<file path="config.mk">
export PLATFORM = sky130hd
export DESIGN_NAME = cell_partial_histogram_builder
export DESIGN_NICKNAME = d
export VERILOG_FILES = /design/src/rtl/cell_partial_histogram_builder.sv
export SDC_FILE = /design/constraint.sdc
export NUM_CORES = 2
export LEC_CHECK = 0
export CAP_MARGIN = 0
export CORE_MARGIN = 4
export CORE_UTILIZATION = 42
export CTS_CLUSTER_DIAMETER = 200
export DETAILED_ROUTE_END_ITERATION = 8
export PLACE_DENSITY = 0.69
export SLEW_MARGIN = 10
export SYNTH_ARGS = -nofsm -noshare
export SYNTH_HDL_FRONTEND = slang
export SYNTH_SLANG_ARGS = --single-unit
</file>
<file path="constraint.sdc">
create_clock -name clk -period 11.2 [get_ports clk]
set_input_delay 1.68 -clock clk [delete_from_list [all_inputs] [get_ports clk]]
set_output_delay 1.68 -clock clk [all_outputs]
set_load 0.005 [all_outputs]
</file>
<file path="src/rtl/cell_partial_histogram_builder.sv">
// cell_partial_histogram_builder
//   Builds the CELL_ROWS per-row partial histograms of one HOG cell from a
//   stream of per-pixel (bin, magnitude) votes, one vote per cycle. After
//   CELL_ROWS*CELL_COLS accepted votes the whole cell is presented as one
//   packed vector and held until the downstream stage takes it. There is no
//   double buffering: input stalls while a finished cell waits.
//
// Ports
//   clk, rst_n         clock; synchronous active-low reset
//   in_valid/in_ready  vote handshake
//   in_bin, in_mag     orientation bin and unsigned magnitude of the vote
//   out_valid/out_ready cell handshake
//   partial_histogram  bin b of row r at [(r*BINS+b)*BIN_WIDTH +: BIN_WIDTH]
//   bin_err            (only with CELL_HIST_BIN_ERR_EN) sticky flag, set the
//                      cycle after a vote with in_bin >= BINS is accepted
//
// Configuration macro: CELL_HIST_BIN_ERR_EN

// One row's histogram: BINS accumulators sharing a single vote port.
module cell_phb_row #(
  parameter int BINS          = 9,
  parameter int BIN_IDX_WIDTH = 4,
  parameter int MAG_WIDTH     = 8,
  parameter int BIN_WIDTH     = 11
) (
  input  logic                           clk,
  input  logic                           rst_n,
  input  logic                           clr,
  input  logic                           vote_en,
  input  logic [BIN_IDX_WIDTH-1:0]       bin,
  input  logic [MAG_WIDTH-1:0]           mag,
  output logic [BINS-1:0][BIN_WIDTH-1:0] hist
);
  always_ff @(posedge clk) begin
    if (!rst_n || clr) begin
      hist <= '0;
    end else if (vote_en) begin
      for (int b = 0; b < BINS; b++) begin
        if (int'(bin) == b) hist[b] <= hist[b] + BIN_WIDTH'(mag);
      end
    end
  end
endmodule

module cell_partial_histogram_builder #(
  parameter int MAG_WIDTH     = 8,
  parameter int BINS          = 9,
  parameter int BIN_IDX_WIDTH = 4,
  parameter int CELL_COLS     = 8,
  parameter int CELL_ROWS     = 8,
  parameter int BIN_WIDTH     = MAG_WIDTH + $clog2(CELL_COLS),
  parameter int OUTPUT_WIDTH  = BIN_WIDTH * BINS * CELL_ROWS
) (
  input  logic                     clk,
  input  logic                     rst_n,
  input  logic                     in_valid,
  output logic                     in_ready,
  input  logic [BIN_IDX_WIDTH-1:0] in_bin,
  input  logic [MAG_WIDTH-1:0]     in_mag,
  output logic                     out_valid,
  input  logic                     out_ready,
  output logic [OUTPUT_WIDTH-1:0]  partial_histogram
`ifdef CELL_HIST_BIN_ERR_EN
  ,
  output logic                     bin_err
`endif
);
  localparam int COL_W    = (CELL_COLS > 1) ? $clog2(CELL_COLS) : 1;
  localparam int ROW_W    = (CELL_ROWS > 1) ? $clog2(CELL_ROWS) : 1;
  localparam int ROW_BITS = BINS * BIN_WIDTH;
  localparam logic [COL_W-1:0] LAST_COL = COL_W'(CELL_COLS - 1);
  localparam logic [ROW_W-1:0] LAST_ROW = ROW_W'(CELL_ROWS - 1);

  typedef enum logic {ACCUM, FULL} state_t;

  state_t           state, state_nxt;
  logic [COL_W-1:0] col_cnt, col_nxt;
  logic [ROW_W-1:0] row_cnt, row_nxt;
  logic             clr;
  logic             accept;
  logic             bin_ok;

  logic [CELL_ROWS-1:0][ROW_BITS-1:0] rows;

  assign accept = in_valid & in_ready;
  // Compare in 32 bits so BINS == 2**BIN_IDX_WIDTH does not wrap.
  assign bin_ok = int'(in_bin) < BINS;

  always_ff @(posedge clk) begin
    if (!rst_n) begin
      state   <= ACCUM;
      col_cnt <= '0;
      row_cnt <= '0;
    end else begin
      state   <= state_nxt;
      col_cnt <= col_nxt;
      row_cnt <= row_nxt;
    end
  end

  always_comb begin
    state_nxt = state;
    col_nxt   = col_cnt;
    row_nxt   = row_cnt;
    in_ready  = 1'b0;
    out_valid = 1'b0;
    clr       = 1'b0;
    case (state)
      ACCUM: begin
        in_ready = 1'b1;
        if (in_valid) begin
          if (col_cnt == LAST_COL) begin
            col_nxt = '0;
            if (row_cnt == LAST_ROW) begin
              // Final vote of the cell; it still lands in the accumulators
              // on this edge, so the held vector is complete next cycle.
              row_nxt   = '0;
              state_nxt = FULL;
            end else begin
              row_nxt = row_cnt + 1'b1;
            end
          end else begin
            col_nxt = col_cnt + 1'b1;
          end
        end
      end
      FULL: begin
        out_valid = 1'b1;
        if (out_ready) begin
          clr       = 1'b1;
          state_nxt = ACCUM;
        end
      end
      default: state_nxt = ACCUM;
    endcase
  end

  // Accumulators double as the output register: they are frozen while FULL
  // because no vote is accepted in that state.
  for (genvar r = 0; r < CELL_ROWS; r++) begin : g_row
    cell_phb_row #(
      .BINS(BINS), .BIN_IDX_WIDTH(BIN_IDX_WIDTH),
      .MAG_WIDTH(MAG_WIDTH), .BIN_WIDTH(BIN_WIDTH)
    ) u_row (
      .clk     (clk),
      .rst_n   (rst_n),
      .clr     (clr),
      .vote_en (accept && bin_ok && (row_cnt == ROW_W'(r))),
      .bin     (in_bin),
      .mag     (in_mag),
      .hist    (rows[r])
    );
  end

  assign partial_histogram = OUTPUT_WIDTH'(rows);

`ifdef CELL_HIST_BIN_ERR_EN
  always_ff @(posedge clk) begin
    if (!rst_n)                bin_err <= 1'b0;
    else if (accept && !bin_ok) bin_err <= 1'b1;
  end
`endif

endmodule
</file>
# Yosys cells after proc, flatten, opt, wreduce, memory -nomap -nowiden

Cells that the tools add are included.

Bits in registers: 799
Input port bits: 16
Output and inout port bits: 794
Word-level logic and storage cells: 266

$add $sub $neg: 74
Magnitude comparators: 1
Equality and inequality tests: 16
Muxes and demuxes: 11
Bitwise gates (word level): 2
Reductions and logical operators: 87

Operator list:

| operator                                                               | count |
|---|---|
| 11-bit by 8-bit adder with 11-bit output                               | 72 |
| 2-bit AND reduction                                                    | 73 |
| 4-bit equality test (second input constant)                            | 5 |
| 3-bit equality test (second input constant)                            | 5 |
| 1-bit logical AND                                                      | 9 |
| 4-bit by 3-bit equality test with 1-bit output (second input constant) | 2 |
| 1-bit 2-to-1 mux                                                       | 8 |
| 3-bit by 1-bit adder with 3-bit output (second input constant)         | 2 |
| 3-bit by 2-bit equality test with 1-bit output (second input constant) | 2 |
| 3-bit 2-to-1 mux                                                       | 2 |
| 4-bit by 2-bit equality test with 1-bit output (second input constant) | 1 |
| 4-bit logical NOT                                                      | 1 |
| 4-bit < comparator (second input constant)                             | 1 |
| 3-bit by 1-bit equality test with 1-bit output (second input constant) | 1 |
| 3-bit logical NOT                                                      | 1 |
| 3-bit AND reduction                                                    | 1 |
| 1-bit one-hot mux with 2 select lines                                  | 1 |
| 1-bit bitwise AND                                                      | 1 |
| 1-bit logical NOT                                                      | 1 |
| 1-bit logical OR                                                       | 1 |
| 1-bit inverter                                                         | 1 |

# Longest topological paths before layout

Depth after elaboration: 5
Gate-level depth with buffers: 11
Depth with buffers taken out: 8

# Hierarchy

A second synthesis with hierarchy kept.

Cell total of the unflattened synthesis: 6690
Area total of the unflattened synthesis: 54449.7 µm²

Modules (own cells, without submodules):

| module                             | instances | cells an instance | area each (µm²) | sequential area each (µm²) |
|---|---|---|---|---|
| cell_phb_row at g_row[0].u_row ... | 3         | 833               | 6762.7          | 1981.9 |
| cell_phb_row at g_row[6].u_row     | 1         | 820               | 6755.2          | 1981.9 |
| cell_phb_row at g_row[2].u_row     | 1         | 843               | 6752.7          | 1981.9 |
| cell_phb_row at g_row[5].u_row     | 1         | 815               | 6740.2          | 1981.9 |
| cell_phb_row at g_row[1].u_row     | 1         | 837               | 6737.7          | 1981.9 |
| cell_phb_row at g_row[7].u_row     | 1         | 817               | 6646.4          | 1981.9 |
| cell_partial_histogram_builder     | 1         | 59                | 529.3           | 140.1 |

# Worst setup path after synthesis

OpenSTA, ideal clock, no wires.

Path type: input to register
Start point: input in_mag[1]
End point: register g_row[3].u_row.hist[61] in the netlist's numbering
Data arrival time: 5.827 ns
Data required time: 11.121 ns
Path slack: 5.294 ns
Stages: 7
Path buffers: 0
Cell sequence: inv_1 -> fa_1 -> nor2b_1 -> o31a_1 -> or2_2 -> a211o_1 -> o211ai_1

Word-level cells in the longest chain between the ends: 1

RTL lines:

| what                                     | line | source |
|---|---|---|
| from (decl)                              | 59   | `input logic [MAG_WIDTH-1:0] in_mag,` |
| 11-bit by 8-bit adder with 11-bit output | 39   | `if (int'(bin) == b) hist[b] <= hist[b] + BIN_WIDTH'(mag);` |
| to (decl)                                | 32   | `output logic [BINS-1:0][BIN_WIDTH-1:0] hist` |

No other way between the ends.
A chain may end at the register's enable or synchronous reset.

# Worst setup path in the final report

Start point: input in_valid
End point: register g_row[6].u_row.hist[21] in the netlist's numbering

Word-level cells in the longest chain between the ends: 4

RTL lines:

| what                            | line | source |
|---|---|---|
| from (decl)                     | 56   | `input logic in_valid,` |
| 1-bit bitwise AND               | 85   | `assign accept = in_valid & in_ready;` |
| 1-bit logical AND (2 in series) | 148  | `.vote_en (accept && bin_ok && (row_cnt == ROW_W'(r))),` |
| 2-bit AND reduction (no line)   | n/a  |  |
| to (decl)                       | 32   |  |

No other way between the ends.

==> reports/qor.json <==
{
  "worst_setup_path_start_kind": "primary input",
  "design.core.area_mm2": 0.134,
  "placement_stage_worst_setup_slack_ps": 5810,
  "via_count": 58400,
  "synth_largest_type_area_fraction_pct": 28.3,
  "final.setup_skew_ps": 31.0,
  "share_seq_of_total_power_pct": 41.3,
  "slew-limit-headroom_pct": 20.8,
  "path_cells": "clkdlybuf4s50_1 > buf_4 > or4b_2 > buf_4 > nor3_1 > o221a_2 > a31oi_1 > a41o_1",
  "critical-path-top-cell-by-count": "sky130_fd_sc_hd__buf_4",
  "fill_cells": 12400,
  "synth_top_area_cell": "sky130_fd_sc_hd__dfxtp_1",
  "cell_area_placed_mm2": 0.0663,
  "status": "finished, final reports clean",
  "multi_input_comb_area_mm2": 0.0387,
  "route.antenna.remaining_nets": 0,
  "dr.first_iter.drc_count": 4537,
  "worst_vdd_ir_v": 0.000105,
  "setup_ws_ps": 6490,
  "switching_power_mw": 1.80,
  "timing.critical_path.arrival_ps": 5320,
  "timing.max_cap.violations": 0,
  "net_switching_share_of_the_total_power_pct": 26.1,
  "mostFrequentLayoutCell": "sky130_fd_sc_hd__clkdlybuf4s50_1",
  "totalWireLength_mm": 219,
  "hp-class": "reg -> reg",
  "clock_pin_slew_reported_for_the_worst_setup_and_hold_paths_after_clock_tree_synthesis_ps": 60,
  "hold_fix_buffer_count_after_cts": 0,
  "yosysSeqAreaShare_pct": 28.3,
  "most_area_consuming_cells_after_synthesis": "sky130_fd_sc_hd__dfxtp_1 28%, sky130_fd_sc_hd__ha_1 13%, sky130_fd_sc_hd__a21oi_1 5.5%",
  "initial_utilization_pct": 42.3,
  "syn-instance-count": 6983,
  "post-route-cell-area_mm2": 0.0698,
  "share_clk_of_total_power_pct": 50.3,
  "grt_util_all_layers_pct": 29.6,
  "finalHoldViolCount": 0,
  "clock_sink_count": 799,
  "avgViaCountPerCell": 6.15,
  "final_layout_size_suffix_gt1_share_pct": 4.67,
  "fin_tns_setup_ps": 0,
  "timing_worst_setup_path_type": "in -> reg",
  "final_max_slew_viol_count": 0,
  "postSynth.topFlopCell": "sky130_fd_sc_hd__dfxtp_1",
  "first_global_vias": 53800,
  "post_cts_buffers": 0,
  "worst-slew-pin-transition_ps": 1180,
  "worstPathMaxFanout": 21,
  "hpwlAfterDp_mm": 155,
  "p_comb_share_pct": 8.4,
  "finish.net_count": 8316,
  "postSynthRegisterBits": 799,
  "num_rows": 134,
  "port_buffers": 809,
  "hold-worst-slack_ps": 468,
  "detail_route.drc_violations": 0,
  "power_report.internal_total_mw": 5.10,
  "leakage_nw": 25.8,
  "route.detailed.wl_per_inst_um": 23.1,
  "mostFrequentLayoutCells": "800 x sky130_fd_sc_hd__clkdlybuf4s50_1, 797 x sky130_fd_sc_hd__dfxtp_1, 620 x sky130_fd_sc_hd__a21oi_1",
  "number_of_enable_type_register_cells_in_the_synthesized_netlist": 0,
  "postSynth.asyncResetShare_pct": 0,
  "syn_avg_cell_area_um2": 8.09,
  "numCtsBuffers": 102,
  "die_area_mm2": 0.141,
  "floorplan.io_pins": 810,
  "cts-root-to-sink-buffers": 3,
  "routabilityCongestion": 0.927,
  "floorplan.die.height_um": 375,
  "grt-ovfl-total": 0,
  "detail_route.first_pass.iterations": 6,
  "die_w_um": 375,
  "mapped_area_mm2": 0.0565,
  "post-route-min-period_ps": 4710,
  "grt_first_pass_wirelength_mm": 327,
  "tritoncts_clock_tree": "built",
  "htreeDepth": 3,
  "synth_fp_nets": 7655,
  "crit_required_ps": 11800,
  "post-route-period-util_pct": 42.1,
  "post_cts.resized_instances": 0,
  "end_kind": "flop",
  "max_freq_mhz": 212,
  "critPathSlowestCell": "sky130_fd_sc_hd__nor3_1",
  "synth_warnings": 0,
  "report.final.setup_viol": 0,
  "synth.lib_cells_used.distinct": 76,
  "clockRootBuffer": "sky130_fd_sc_hd__clkbuf_16",
  "cell_pwr_density_mw_per_mm2": 98.9,
  "antenna_violations_before_repair": 5,
  "grt_start_max_net_pins": 171,
  "area.growth.synth_to_final_pct": 23.4,
  "critical-path-max-stage-delay_ps": 950,
  "rsz0062_at_grt": "false",
  "worst_skew_pair.late_latency_ps": 730,
  "seq_area_mm2": 0.0160
}
-- sequential cells by signal (all words and copies together) (netlist names) --
| register | flops |
|---|---|
| col_cnt | 3 |
| row_cnt | 3 |
| state | 1 |
| g_row.u_row.hist | 792 |
-- power by group through the flow --
stage	sequential (mW)	clock, mW	combinational, mW
after floorplan	2.91	0	0.357
after global placement	2.91	0	0.557
after detailed placement	2.91	0	0.572
after CTS	2.85	3.52	0.574
after global routing	2.85	3.64	0.632
final	2.85	3.47	0.581
-- synth_stat cells (all sizes together) (41+ instances only) --
library cell  number
a211o             94
a21oi            620
or2               46
nand2b            56
nand3b            93
o21ai            258
o31ai             70
a21o             114
o21bai            88
mux2i             49
or4               95
nand4            107
nand2            588
nor2b            141
nor2             499
xnor2             81
clkbuf           266
inv              213
nand3            445
a311oi            63
o2111ai           48
a31oi             68
buf               41
dfxtp            799
and3              62
nor4              88
o21a             141
xor2              63
nor3             206
o211ai           162
fa                72
ha               584
or3              195
a211oi           248
-- cell families (layout without fill, tap and decap cells) --
family	count (synthesis)	after routing	share of synthesized area [%]
AO/OA/AOI/OAI	2101	2101	24.6
XOR/XNOR	144	144	2.23
adder cells (fa/ha/maj)	656	656	15.5
buffers and inverters	520	1264	3.52
flip-flops	799	799	28.3
multiplexers	64	64	1.17
other	0	3	0
AND/OR/NAND/NOR	2699	2699	24.7
-- worst paths after layout --
kind | cells after the start | slack [ps] | startpoint | to
worst min-delay path | 2 | 470 | g_row[4].u_row.hist[65] | g_row[4].u_row.hist[65]
worst max-delay path | 8 | 6490 | in_valid | g_row[6].u_row.hist[21]
worst min register to register | 2 | 470 | g_row[4].u_row.hist[65] | g_row[4].u_row.hist[65]
worst max register to register | 8 | 7420 | row_cnt[2] | g_row[3].u_row.hist[87]
-- through the flow --
stage                     instances  utilization, %  total power, mW
after floorplan                6983               -             3.27
after global placement         9308            49.6             3.47
after detailed placement       9308            49.6             3.49
after CTS                      9495            52.2             6.95
after global routing           9495            52.2             7.12
final                          9498            52.2             6.90
-- per-layer routing --
| layer | part of all wire [%] | vias to the layer above | global-route usage, % |
|---|---|---|---|
| li1 | - | 27800 | - |
| met5 | 0.0059 | - | 0 |
| met1 | 41 | 27900 | 37.6 |
| met3 | 8.7 | 533 | 7.20 |
| met4 | 6.6 | 2 | 16.9 |
| met2 | 43 | 2232 | 45.9 |
-- area by class of cell --
class / instances / area share, %
antenna: 3 / 0.0108
clock buffer: 151 / 4.39
clock inverter: 36 / 0.626
inverter: 213 / 1.16
multi-input combinational: 5664 / 55.5
sequential: 799 / 22.9
tap: 1768 / 3.17
timing repair buffer: 864 / 12.3
-- worst max-delay path, delay by kind of cell --
| family | cells | cell delay (ps) |
|---|---|---|
| buffers and inverters | 3 | 1120 |
| AND/OR/NAND/NOR | 2 | 1770 |
| AO/OA/AOI/OAI | 3 | 710 |
Power figures use the tool's default switching activity.
